===== config.mk =====
export PLATFORM = sky130hd
export DESIGN_NAME = piso_bit_feeder
export DESIGN_NICKNAME = d
export VERILOG_FILES = /design/src/rtl/piso_bit_feeder.sv
export SDC_FILE = /design/constraint.sdc
export NUM_CORES = 1
export LEC_CHECK = 0
export ABC_AREA = 1
export CAP_MARGIN = 20
export CELL_PAD_IN_SITES_DETAIL_PLACEMENT = 1
export CELL_PAD_IN_SITES_GLOBAL_PLACEMENT = 2
export CORE_MARGIN = 2
export CORE_UTILIZATION = 33
export CTS_CLUSTER_DIAMETER = 200
export DETAILED_ROUTE_END_ITERATION = 12
export HOLD_SLACK_MARGIN = 0.02
export PLACE_DENSITY = 0.87
export SLEW_MARGIN = 20
export SYNTH_ARGS = -nofsm -noshare
export SYNTH_HDL_FRONTEND = slang
export SYNTH_SLANG_ARGS = --single-unit
export TNS_END_PERCENT = 30

===== constraint.sdc =====
create_clock -name clk -period 2.05 [get_ports clk]
set_input_delay 0.41 -clock clk [delete_from_list [all_inputs] [get_ports clk]]
set_output_delay 0.41 -clock clk [all_outputs]
set_load 0.01 [all_outputs]

===== src/rtl/piso_bit_feeder.sv =====
// rtl/piso_bit_feeder.sv - parallel-in serial-out feeder with one-word holding register
module piso_bit_feeder #(
    parameter int WIDTH     = 8,
    parameter bit MSB_FIRST = 1'b1
) (
    input  logic             clk,
    input  logic             reset,
    input  logic [WIDTH-1:0] data_in,
    input  logic             load_valid,
    output logic             load_ready,
    output logic             bit_out,
    output logic             bit_valid,
    output logic             bit_last,
    output logic             busy
);

    localparam int CW = (WIDTH > 2) ? $clog2(WIDTH) : 1;
    localparam logic [CW-1:0] LAST = CW'(WIDTH - 1);

    typedef enum logic {
        IDLE  = 1'b0,
        SHIFT = 1'b1
    } state_t;

    state_t           state, state_n;
    logic [WIDTH-1:0] sh, sh_n;
    logic [WIDTH-1:0] hold, hold_n;
    logic             hold_full, hold_full_n;
    logic [CW-1:0]    cnt, cnt_n;
    logic             accept;

    assign load_ready = ~hold_full;
    assign accept     = load_valid & ~hold_full;

    always_ff @(posedge clk or negedge reset) begin
        if (!reset) begin
            state     <= IDLE;
            sh        <= '0;
            cnt       <= '0;
            hold      <= '0;
            hold_full <= 1'b0;
        end else begin
            state     <= state_n;
            sh        <= sh_n;
            cnt       <= cnt_n;
            hold      <= hold_n;
            hold_full <= hold_full_n;
        end
    end

    always_comb begin
        state_n     = state;
        sh_n        = sh;
        cnt_n       = cnt;
        hold_n      = hold;
        hold_full_n = hold_full;
        case (state)
            IDLE: begin
                if (accept) begin
                    sh_n    = data_in;
                    cnt_n   = '0;
                    state_n = SHIFT;
                end
            end
            SHIFT: begin
                if (cnt == LAST) begin
                    // Refill on the last-bit edge so consecutive words leave no gap bit.
                    cnt_n = '0;
                    if (hold_full) begin
                        sh_n        = hold;
                        hold_full_n = 1'b0;
                    end else if (accept) begin
                        sh_n = data_in;
                    end else begin
                        state_n = IDLE;
                    end
                end else begin
                    sh_n  = MSB_FIRST ? {sh[WIDTH-2:0], 1'b0} : {1'b0, sh[WIDTH-1:1]};
                    cnt_n = cnt + 1'b1;
                    if (accept) begin
                        hold_n      = data_in;
                        hold_full_n = 1'b1;
                    end
                end
            end
            default: state_n = IDLE;
        endcase
    end

    always_comb begin
        bit_valid = (state == SHIFT);
        bit_out   = bit_valid & (MSB_FIRST ? sh[WIDTH-1] : sh[0]);
        bit_last  = bit_valid & (cnt == LAST);
        busy      = bit_valid | hold_full;
    end

endmodule

* Word level (Yosys, flattened, before mapping)
Index checks and enable logic that the tools add are counted.
Widths: inputs -> output; s select.
** Storage, ports and cells
- Bits in registers :: 21
- Input port bits :: 11
- Output and inout port bits :: 5
- Word-level logic and storage cells :: 31
** Cells by class
- Add/sub/neg operators :: 1
- Equal/unequal tests :: 2
- Mux-type cells :: 13
- Bitwise logic cells :: 7
- Reduce and logical (&&, ||, !) cells :: 3
** Operators by type and width (count)
- $mux 8 :: 3
- $pmux 8 s2 :: 1
- $mux 3 :: 2
- $pmux 3 s2 :: 1
- $mux 1 :: 5
- $add 3x1->3 const B :: 1
- $and 1x1->1 :: 3
- $eq 3x3->1 const B :: 1
- $not 1->1 :: 3
- $reduce_and 3->1 :: 1
- $ne 2x2->1 const B :: 1
- $pmux 1 s2 :: 1
- $reduce_and 2->1 :: 1
- $reduce_bool 2->1 :: 1
- $or 1x1->1 :: 1

* Logic depth before layout (Yosys ltp)
Gate-level depths: netlist of the first run.
- Depth after elaboration :: 6
- Gate-level depth with buffers :: 9
- Gate-level depth less buffers :: 8

* Worst setup path after synthesis of the first run
OpenSTA, ideal clock, no wires.
- Path type :: reg-to-output
- Start :: reg cnt[0]
- End :: out bit_last
- Arrival :: 1076 ps
- Required time :: 1640 ps
- Setup slack :: 564 ps
- Cell stages (with the launch flop) :: 6
- Path buffers :: 1
- Cells stage by stage :: dfrtp_1 -> ha_1 -> ha_1 -> buf_2 -> nand2_1 -> inv_1
** On the way
- Cells in the longest elaborated chain, start to end :: 2
** Ends and longest elaborated chain
- from (decl) :: RTL line 29 : logic [CW-1:0] cnt, cnt_n;
- from (signal assigned) :: RTL line 45 : cnt <= cnt_n;
- $eq 3x3->1 :: RTL line 93 : bit_last = bit_valid & (cnt == LAST);
- $and 1x1->1 :: RTL line 93
- to (decl) :: RTL line 13 : output logic bit_last,
Every way passes these cells.

* Worst setup path in the final report of the first run
- Start :: reg state (netlist: bit_valid)
- End :: out busy
** On the way
- Cells in the longest elaborated chain, start to end :: 1
** Ends and longest elaborated chain
- from (decl) :: RTL line 25 : state_t state, state_n;
- from (signal assigned) :: RTL line 43 : state <= state_n;
- $or 1x1->1 :: RTL line 94 : busy = bit_valid | hold_full;
- to (decl) :: RTL line 14 : output logic busy
Every way passes these cells.

==> results by group, run 1 <==
Place
  • HPWL Detailed: approximately 2.2 mm
  • Port bufs: 15
  • GPL Wtd Cong: 0.7893
  • Setup slack after placement: around 0.21 ns

Logic synthesis
  • Post-Synth Adder-Cell Area: 3.132%
  • Post-Synthesis Mean Instance Area: 7.399 µm²
  • Sequential fraction of the synthesis area: 43.84%
  • Synthesized-area fraction occupied by and/or/nand/nor cells: 38.10%
  • Proportion of synthesized area in mux cells: 0%
  • Top cells by area, synth: dfrtp_1 (44%), nand2_1 (19%), nand3_1 (13%)
  • Area share of the largest cell type after synthesis: 43.84%
  • Synth unique cells: 15
  • Yosys reg bits: 21
  • Cell taking the most area after synthesis: dfrtp_1
  • Mapped Nets: 176
  • Mapped Cells: 162
  • Largest family of logic cells by synthesized area: simple AND/OR/NAND/NOR gates
  • Yosys Warn Count: 0
  • Post-Synthesis Cell Area: 1199 µm²
  • Synth Area in Compound Gates: 1.775%
  • Xor/xnor share of the synthesized area: 0%

Power
  • Worst vdd ir: ~0.5 mV
  • Static Leak: 0.8259 nW
  • PwrDens: 1335 nW/µm²

Setup path
  • Depth of the most critical reg-to-reg path: 9
  • FF-to-FF setup slack: 0.47 ns
  • RR Endpoint: sh[4]$_DFF_PN0_
  • CP endpoint kind: primary output
  • CP Launch Type: flip-flop
  • Worst r2r src: cnt[0]$_DFFE_PN0P_
  • Critical Path AT: 1.54 ns
  • CP Data Required Time: 1.64 ns
  • CP max FO: 11
  • WS Path Type: reg -> out

Final layout
  • Fill count: 441
  • Multi-input gate area in the final layout: between 500 and 600 µm²
  • Most common cell after layout, fill and taps aside: nand2_1
  • Antenna fix cells: 0
  • Final nets: 199
  • Most frequent cells in the layout: nand2_1 (62), nand3_1 (32), inv_1 (26), dfrtp_1 (20), clkdlybuf4s50_1 (14)
  • Area Growth Syn to Fin: 21.50%
  • Layout cells sized above 1: 12.50%
  • FF/Latch Area: 526.8 µm²

STA
  • Final setup violation count: 0
  • Max-slew headroom: roughly four fifths
  • Post-layout min period: 1.951 ns
  • RSZ-0062 raised after global routing: false
  • Worst setup margin: slightly below 0.1 ns
  • Worst-Margin Slew: 0.2862 ns
  • Layout Skew: 0.003277 ns
  • Total Neg Setup Slack: 0 ns
  • Max Fclk: a little over 500 MHz
  • Endpoints failing hold: 0
  • Hold_ws: approximately 0.43 ns
  • Max-slew violations: 0
  • Fin crit share: 95.15%

Clock network
  • Clock Path Buffers: 2
  • Root Driver: clkbuf_4
  • Clock sinks: 21
  • Num CTS Buffers: 3
  • Worst skew pair latency: roughly 0.31 ns
  • CTS tree: built
  • H-tree lvl count: 1
  • Worst-path clk slew: 0.12 ns
  • Hold buffers post-CTS: 0

Die
  • Die width: 64.27 µm
  • Starting Density: 35.09%
  • Top Ports: 16
  • Die Area: 4131 µm²
  • CORE AREA: 3416 µm²
  • Chip height: 64.27 µm
  • FP Rows: 21

GRT
  • Grt ovf: 0
  • Vias in the first global route: between 1000 and 1500
  • GRT Util Overall: between 10% and 20%
  • Initial antenna violation count: 0
  • First-pass GRT wire length: 5.333 mm
  • Largest net degree at the start of global routing: 22

Routing
  • Routed Antenna Nets: 0
  • Via count: between 1000 and 1500
  • TritonRoute pass-1 iters: 4
  • Vias per inst: 4.757
  • Residual DRC count: 0
  • Drt total wl: 3.136 mm
  • Drt initial violations: 40
  • Drt wl/cell: 13.63 µm

Status
  • Status: finished, final reports clean

Run
  • Max cap viols: 0

Hold path
  • Worst min-delay path class: in -> async
[per-stage QoR]
stage	utilization [%]	std cells	total power, W	instance area, µm²
floorplan	-	162	0.001410	1199
global placement	41.28	224	0.001665	1410
detailed placement	41.28	224	0.001716	1410
CTS	42.27	229	0.001955	1444
global route	42.64	230	0.002151	1456
finish	42.64	230	0.001944	1456
[area by class of cell]
cell class | instances | area share (%)
Clock buffer | 4 | 1.804
Inverter | 29 | 7.646
Multi-Input combinational cell | 106 | 35.57
Sequential cell | 21 | 36.17
Tap cell | 46 | 3.952
Timing Repair Buffer | 24 | 14.86
[metal layers]
layer,share of wire (%),vias to the layer above,global-route usage (%),wire [µm]
li1,-,537,-,-
met1,45,537,20.00,1409
met2,50,16,31.12,1565
met3,3.8,4,4.401,118
met4,1.3,0,4.787,42
met5,0,-,0,0
[power breakdown]
group	switching, W	internal (W)
logic	0.000590	0.000415
clock network	0.000133	0.0000760
registers	0.000124	0.000607
total	0.000847	0.00110
[registers in the layout, summed over array words and instances, names as in the netlist]
register,count
cnt,3
hold_full,1
sh,8
hold,8
bit_valid,1
[logic make-up after synthesis]
group / count (synthesis)
adders and majority gates: 3
DFF: 21
and+or+nand+nor: 100
buffers and inverters: 35
AOI/OAI and AO/OA: 3
[synth_stat cells (all sizes together)]
cell type and instances:
nand2 66, nand3 32, inv 29, dfrtp 21, buf 6, ha 3
nor2 2, a21oi 1, o211ai 1, o21ai 1
[worst max-delay path by stage]
| stage | endpoint | cells after the start | start | slack (ns) |
|---|---|---|---|---|
| after floorplan | bit_last | 5 | cnt[0]$_DFFE_PN0P_ | 0.56 |
| after global placement | bit_last | 5 | cnt[0]$_DFFE_PN0P_ | 0.25 |
| after detailed placement | bit_last | 5 | cnt[0]$_DFFE_PN0P_ | 0.21 |
| after CTS | busy | 3 | bit_valid$_DFF_PN0_ | 0.05 |
| after global routing | bit_last | 5 | cnt[0]$_DFFE_PN0P_ | 0.01 |
| final | busy | 3 | bit_valid$_DFF_PN0_ | 0.1 |
[critical path: stages (launching register included)]
cell and delay (ns):
dfrtp_2 0.53, inv_4 0.09, nand2_1 0.09, clkdlybuf4s50_1 0.53
[timing repair]
item | 4_1_cts | 5_1_grt
buffers inserted | 1 | 1
setup endpoints to repair | 2 | 2
gates resized for setup | 2 | 2
(Power assumes the default switching activity.)
==> run 2: changes to the inputs <==
CORE_MARGIN = default   (was 2)
clock period = 2.3 ns   (was 2.05 ns; I/O delays follow)
==> results by group, run 2 (synthesis results as in run 1) <==
GRT
  • Vias in the first global route: 1085 (was 1141)
  • Global route hottest layer: met2 (unchanged)
  • Largest net degree at the start of global routing: 22 (unchanged)
  • First-pass GRT wire length: 5.319 mm (was 5.333 mm)
  • Met3 GRT Util: 2.941% (was 4.401%)
  • GRT Util Overall: 17.38% (was 17.22%)
  • Grt met2 use: 26.92% (was 31.12%)
  • Grt ovf: 0 (unchanged)
  • Met1 usage in global routing: 25.06% (was 20.00%)
  • Initial antenna violation count: 0 (unchanged)

Die
  • Die Area: 3878 µm² (was 4131 µm²)
  • CORE AREA: 3416 µm² (unchanged)
  • FP Rows: 21 (unchanged)
  • Starting Density: 35.09% (unchanged)
  • Chip height: 62.27 µm (was 64.27 µm)
  • Die width: 62.27 µm (was 64.27 µm)
  • Top Ports: 16 (unchanged)

Power
  • Static Leak: 0.8171 nW (was 0.8259 nW)
  • P_int: 0.0009346 W (was 0.001098 W)
  • PwrDens: 1172 nW/µm² (was 1335 nW/µm²)
  • Worst vdd ir: 0.4054 mV (was 0.4924 mV)
  • Sequential Power Share: 39.6% (was 37.6%)
  • Sw Ratio: 43.73% (was 43.55%)
  • Clock share of power: 11.1% (was 10.8%)
  • Comb power frac: 49.2% (was 51.7%)
  • P_sw: 0.0007264 W (was 0.0008469 W)
  • Tot Pwr: 0.001661 W (was 0.001944 W)

Clock network
  • Root Driver: clkbuf_4 (unchanged)
  • Worst skew pair latency: 0.30 ns (was 0.31 ns)
  • H-tree lvl count: 1 (unchanged)
  • Hold buffers post-CTS: 0 (unchanged)
  • Clock sinks: 21 (unchanged)
  • Num CTS Buffers: 3 (unchanged)
  • Clock Path Buffers: 2 (unchanged)
  • Worst-path clk slew: 0.13 ns (was 0.12 ns)
  • CTS tree: built (unchanged)

STA
  • Worst setup margin: 0.2120 ns (was 0.09945 ns)
  • Post-layout min period: 2.088 ns
  • Final setup violation count: 0 (unchanged)
  • RSZ-0062 raised after global routing: false (unchanged)
  • Layout Skew: 0.007251 ns (was 0.003277 ns)
  • Endpoints failing hold: 0 (unchanged)
  • Max-slew violations: 0 (unchanged)
  • Fin crit share: 90.78%
  • Max-slew headroom: 80.54% (was 80.92%)
  • Total Neg Setup Slack: 0 ns (unchanged)
  • Worst-Margin Slew: 0.2919 ns (was 0.2862 ns)
  • Max Fclk: 478.9 MHz

Place
  • Port bufs: 15 (unchanged)
  • GPL Wtd Cong: 0.7288 (was 0.7893)
  • Setup slack after placement: 0.4142 ns (was 0.2070 ns)
  • HPWL Detailed: 2.204 mm (was 2.217 mm)

Routing
  • Drt wl/cell: 13.23 µm (was 13.63 µm)
  • Residual DRC count: 0 (unchanged)
  • Vias per inst: 4.636 (was 4.757)
  • Drt total wl: 2.977 mm (was 3.136 mm)
  • TritonRoute pass-1 iters: 4 (unchanged)
  • Via count: 1043 (was 1094)
  • Drt initial violations: 31 (was 40)
  • Routed Antenna Nets: 0 (unchanged)

Setup path
  • Crit path cell chain: inv_2 > nand2_1 > clkdlybuf4s50_1 (was inv_4 > nand2_1 > clkdlybuf4s50_1)
  • Depth of the most critical reg-to-reg path: 9 (unchanged)
  • CP Launch Type: flip-flop (unchanged)
  • Critical Path AT: 1.63 ns (was 1.54 ns)
  • CP endpoint kind: primary output (unchanged)
  • CP Data Required Time: 1.84 ns (was 1.64 ns)
  • WS Path Type: reg -> out (unchanged)
  • Worst path max stage delay: 0.51 ns (was 0.53 ns)
  • CP max FO: 11 (unchanged)
  • Critical path's slowest cell: dfrtp_2 (unchanged)

Hold path
  • Worst min-delay path class: in -> async (unchanged)

Final layout
  • Final nets: 194 (was 199)
  • Area Growth Syn to Fin: 18.27% (was 21.50%)
  • Most common cell after layout, fill and taps aside: nand2_1 (unchanged)
  • Antenna fix cells: 0 (unchanged)
  • Most frequent cells in the layout: nand2_1 (62), nand3_1 (32), inv_1 (26), dfrtp_1 (20), clkdlybuf4s50_1 (14) (unchanged)
  • Fill count: 441 (unchanged)
  • Largest regs: hold (8), sh (8), cnt (3) (unchanged)
  • Layout cells sized above 1: 9.497% (was 12.50%)

Status
  • Status: finished, final reports clean (unchanged)

Run
  • Max cap viols: 0 (unchanged)
[run 2: changes by cell type in the layout (fill, tap and decap cells not counted), sizes merged]
cell and delta:
buf -5, dlymetal6s2s +1, dlygate4sd2 -1
[run 2: worst paths after layout]
check	startpoint	end	slack, ns
min reg2reg	hold[6]$_DFFE_PN0P_	hold[6]$_DFFE_PN0P_	0.49
max in group asynchronous	reset	hold_full$_DFFE_PN0P_	1.55
min	reset	hold[3]$_DFFE_PN0P_	0.49
max	hold_full$_DFFE_PN0P_	busy	0.21
max reg2reg	cnt[0]$_DFFE_PN0P_	sh[1]$_DFF_PN0_	0.67
min in group clk	hold[6]$_DFFE_PN0P_	hold[6]$_DFFE_PN0P_	0.49
[run 2: power by group through the flow]
stage | clock network (W) | logic (W) | registers [W]
finish | 0.000185 | 0.000818 | 0.000658
global route | 0.000212 | 0.000949 | 0.000688
CTS | 0.000201 | 0.000834 | 0.000659
detailed placement | 0 | 0.000828 | 0.000667
global placement | 0 | 0.000798 | 0.000658
floorplan | 0 | 0.000633 | 0.000624
[run 2: cell type report]
type	count	area [µm²]	share of cell area, %
Timing Repair Buffer	19	182.7	12.89
Inverter	29	108.9	7.679
Tap cell	46	57.56	4.060
Clock buffer	4	26.28	1.853
Multi-Input combinational cell	106	515.5	36.36
Sequential cell	21	526.8	37.16
[run 2: what timing repair did]
item / 4_1_cts / 5_1_grt
resized for setup: 0 / 2
endpoints found under the setup margin: 0 / 2
buffers inserted: 0 / 0
[run 2: routing by layer]
layer  share of wire, %  vias up
li1                   -      528
met1                 51      499
met2                 45       14
met3                3.7        2
met4               0.44        0
met5                  0        -
[run 2: stage by stage]
step	hold slack, ns	instance area, µm²	util, %	cells
2_1_floorplan	0.1644	1199	-	162
3_3_place_gp	0.4540	1388	40.62	221
3_5_place_dp	0.4667	1388	40.62	221
4_1_cts	0.4909	1414	41.39	225
5_1_grt	0.5070	1418	41.50	225
6_report	0.4888	1418	41.50	225
[run 2: worst max-delay path: cells and delay by family, from the launching register on]
family	cells	cell delay (ns)
buffers and inverters	2	0.70
AND/OR/NAND/NOR	1	0.11
flip-flops	1	0.51
==> run 3: changes to the inputs <==
CORE_UTILIZATION = 37   (was 33)
DONT_BUFFER_PORTS = 1   (was default)
PLACE_DENSITY = 0.84   (was 0.87)
==> results by group, run 3 (synthesis results as in run 1) <==
Status
  • Status: finished, final reports clean (unchanged)

Clock network
  • Worst skew pair latency: 0.31 ns (was 0.30 ns)
  • H-tree lvl count: 1 (unchanged)
  • CTS tree: built (unchanged)
  • Setup bufs post-CTS: 0 (unchanged)
  • Num CTS Buffers: 3 (unchanged)
  • Clock Path Buffers: 2 (unchanged)
  • Worst-path clk slew: 0.12 ns (was 0.13 ns)
  • Root Driver: clkbuf_4 (unchanged)
  • Clock sinks: 21 (unchanged)

STA
  • Hold_ws: 0.09150 ns (was 0.4888 ns)
  • Post-layout min period: 2.032 ns (was 2.088 ns)
  • Max Fclk: 492.1 MHz (was 478.9 MHz)
  • Worst-Margin Slew: 0.4971 ns (was 0.2919 ns)
  • Layout Skew: 0.002354 ns (was 0.007251 ns)
  • Max-slew violations: 0 (unchanged)
  • Endpoints failing hold: 0 (unchanged)
  • Final setup violation count: 0 (unchanged)
  • Fin crit share: 88.35% (was 90.78%)
  • Total Neg Setup Slack: 0 ns (unchanged)
  • Max-slew headroom: 66.86% (was 80.54%)
  • RSZ-0062 raised after global routing: false (unchanged)

Setup path
  • Critical Path AT: 1.57 ns (was 1.63 ns)
  • WS Path Type: reg -> out (unchanged)
  • RR Endpoint: sh[6]$_DFF_PN0_ (was sh[1]$_DFF_PN0_)
  • CP endpoint kind: primary output (unchanged)
  • Depth of the most critical reg-to-reg path: 8 (was 9)
  • CP max FO: 10 (was 11)
  • Worst r2r src: cnt[0]$_DFFE_PN0P_ (unchanged)
  • FF-to-FF setup slack: 0.64 ns (was 0.67 ns)
  • CP Data Required Time: 1.84 ns (about the same)
  • CP Launch Type: flip-flop (unchanged)

GRT
  • Initial antenna violation count: 0 (unchanged)
  • Vias in the first global route: 1017 (was 1085)
  • Largest net degree at the start of global routing: 22 (unchanged)
  • First-pass GRT wire length: 4.968 mm (was 5.319 mm)
  • Met1 usage in global routing: 25.45% (was 25.06%)
  • Global route hottest layer: met2 (unchanged)
  • Grt ovf: 0 (unchanged)
  • Met3 GRT Util: 2.198% (was 2.941%)
  • Grt met2 use: 33.77% (was 26.92%)
  • GRT Util Overall: 19.68% (was 17.38%)

Routing
  • Drt total wl: 2.983 mm (was 2.977 mm)
  • Routed Antenna Nets: 0 (unchanged)
  • TritonRoute pass-1 iters: 4 (unchanged)
  • Vias per inst: 4.792 (was 4.636)
  • Via count: 992 (was 1043)
  • Drt wl/cell: 14.41 µm (was 13.23 µm)
  • Residual DRC count: 0 (unchanged)
  • Drt initial violations: 11 (was 31)

Die
  • FP Rows: 20 (was 21)
  • Top Ports: 16 (unchanged)
  • Starting Density: 39.26% (was 35.09%)
  • Die Area: 3471 µm² (was 3878 µm²)
  • Die width: 58.92 µm (was 62.27 µm)
  • Chip height: 58.92 µm (was 62.27 µm)
  • CORE AREA: 3053 µm² (was 3416 µm²)

Power
  • Static Leak: 0.7360 nW (was 0.8171 nW)
  • Worst vdd ir: 0.5501 mV (was 0.4054 mV)
  • PwrDens: 1276 nW/µm² (was 1172 nW/µm²)
  • Tot Pwr: 0.001597 W (was 0.001661 W)

Place
  • DP Cell Count: 202 (was 221)
  • Port bufs: 0 (was 15)
  • HPWL Detailed: 2.063 mm (was 2.204 mm)
  • GPL Wtd Cong: 0.7176 (was 0.7288)

Run
  • Max cap viols: 0 (unchanged)

Final layout
  • Layout cells sized above 1: 9.202% (was 9.497%)
  • Most common cell after layout, fill and taps aside: nand2_1 (unchanged)
  • Most frequent cells in the layout: nand2_1 (62), nand3_1 (32), inv_1 (26), dfrtp_1 (21) (was nand2_1 (62), nand3_1 (32), inv_1 (26), dfrtp_1 (20), clkdlybuf4s50_1 (14))
  • Area Growth Syn to Fin: 4.384% (was 18.27%)
  • Final std cells w/o fill: 207 (was 225)
  • Final nets: 178 (was 194)
  • Largest regs: hold (8), sh (8), cnt (3) (unchanged)
  • Antenna fix cells: 0 (unchanged)

Hold path
  • Worst min-delay path class: in -> async (unchanged)
run 3: changes by cell type in the layout (fill, tap and decap cells not counted):
| cell | delta |
|---|---|
| dlymetal6s2s_1 | -1 |
| dfrtp_2 | -1 |
| buf_4 | -2 |
| clkdlybuf4s50_1 | -14 |
| dfrtp_1 | +1 |
| buf_2 | +1 |
run 3: layout make-up:
type,count,area (µm²)
fillers,409,1802
inverters,29,108.9
flip-flops and latches,21,525.5
repair buffers,3,20.02
well taps,44,55.05
multi-input cells,106,515.5
clock buffers,4,26.28
run 3: repair_timing:
item / 4_1_cts / 5_1_grt
hold endpoints to repair: 21 / 0
gates resized for setup: 0 / 0
hold buffers: 1 / 0
run 3: worst max path at each step:
stage,endpoint,depth (start not counted),startpoint,slack [ns]
CTS,bit_last,4,cnt[0]$_DFFE_PN0P_,0.24
finish,bit_last,4,cnt[0]$_DFFE_PN0P_,0.27
floorplan,bit_last,5,cnt[0]$_DFFE_PN0P_,0.76
global route,bit_last,4,cnt[0]$_DFFE_PN0P_,0.1
global placement,bit_last,4,cnt[0]$_DFFE_PN0P_,0.65
detailed placement,bit_last,4,cnt[0]$_DFFE_PN0P_,0.59
run 3: worst max-delay path, stage by stage (launching register included):
cell and delay, ns:
dfrtp_1 0.40, ha_1 0.19, ha_1 0.41, nand2_1 0.14, inv_1 0.13
run 3: stage by stage:
step | util, % | instance area [µm²] | worst slack (ns)
finish | 40.98 | 1251 | 0.2680
global route | 40.98 | 1251 | 0.09880
CTS | 41.15 | 1256 | 0.2423
detailed placement | 39.96 | 1220 | 0.5920
global placement | 39.96 | 1220 | 0.6475
floorplan | - | 1199 | 0.7639
run 3: where the power goes:
group	switching (W)	leakage, nW	internal (W)
registers	0.000119	0.253	0.000540
clock network	0.000121	0.0150	0.0000678
logic	0.000483	0.468	0.000267
total	0.000723	0.736	0.000874
run 3: per-layer routing:
| metal | part of all wire [%] | up-vias |
|---|---|---|
| met4 | 1.0 | 0 |
| met1 | 47 | 483 |
| met3 | 2.1 | 4 |
| li1 | - | 497 |
| met2 | 50 | 8 |
| met5 | 0 | - |
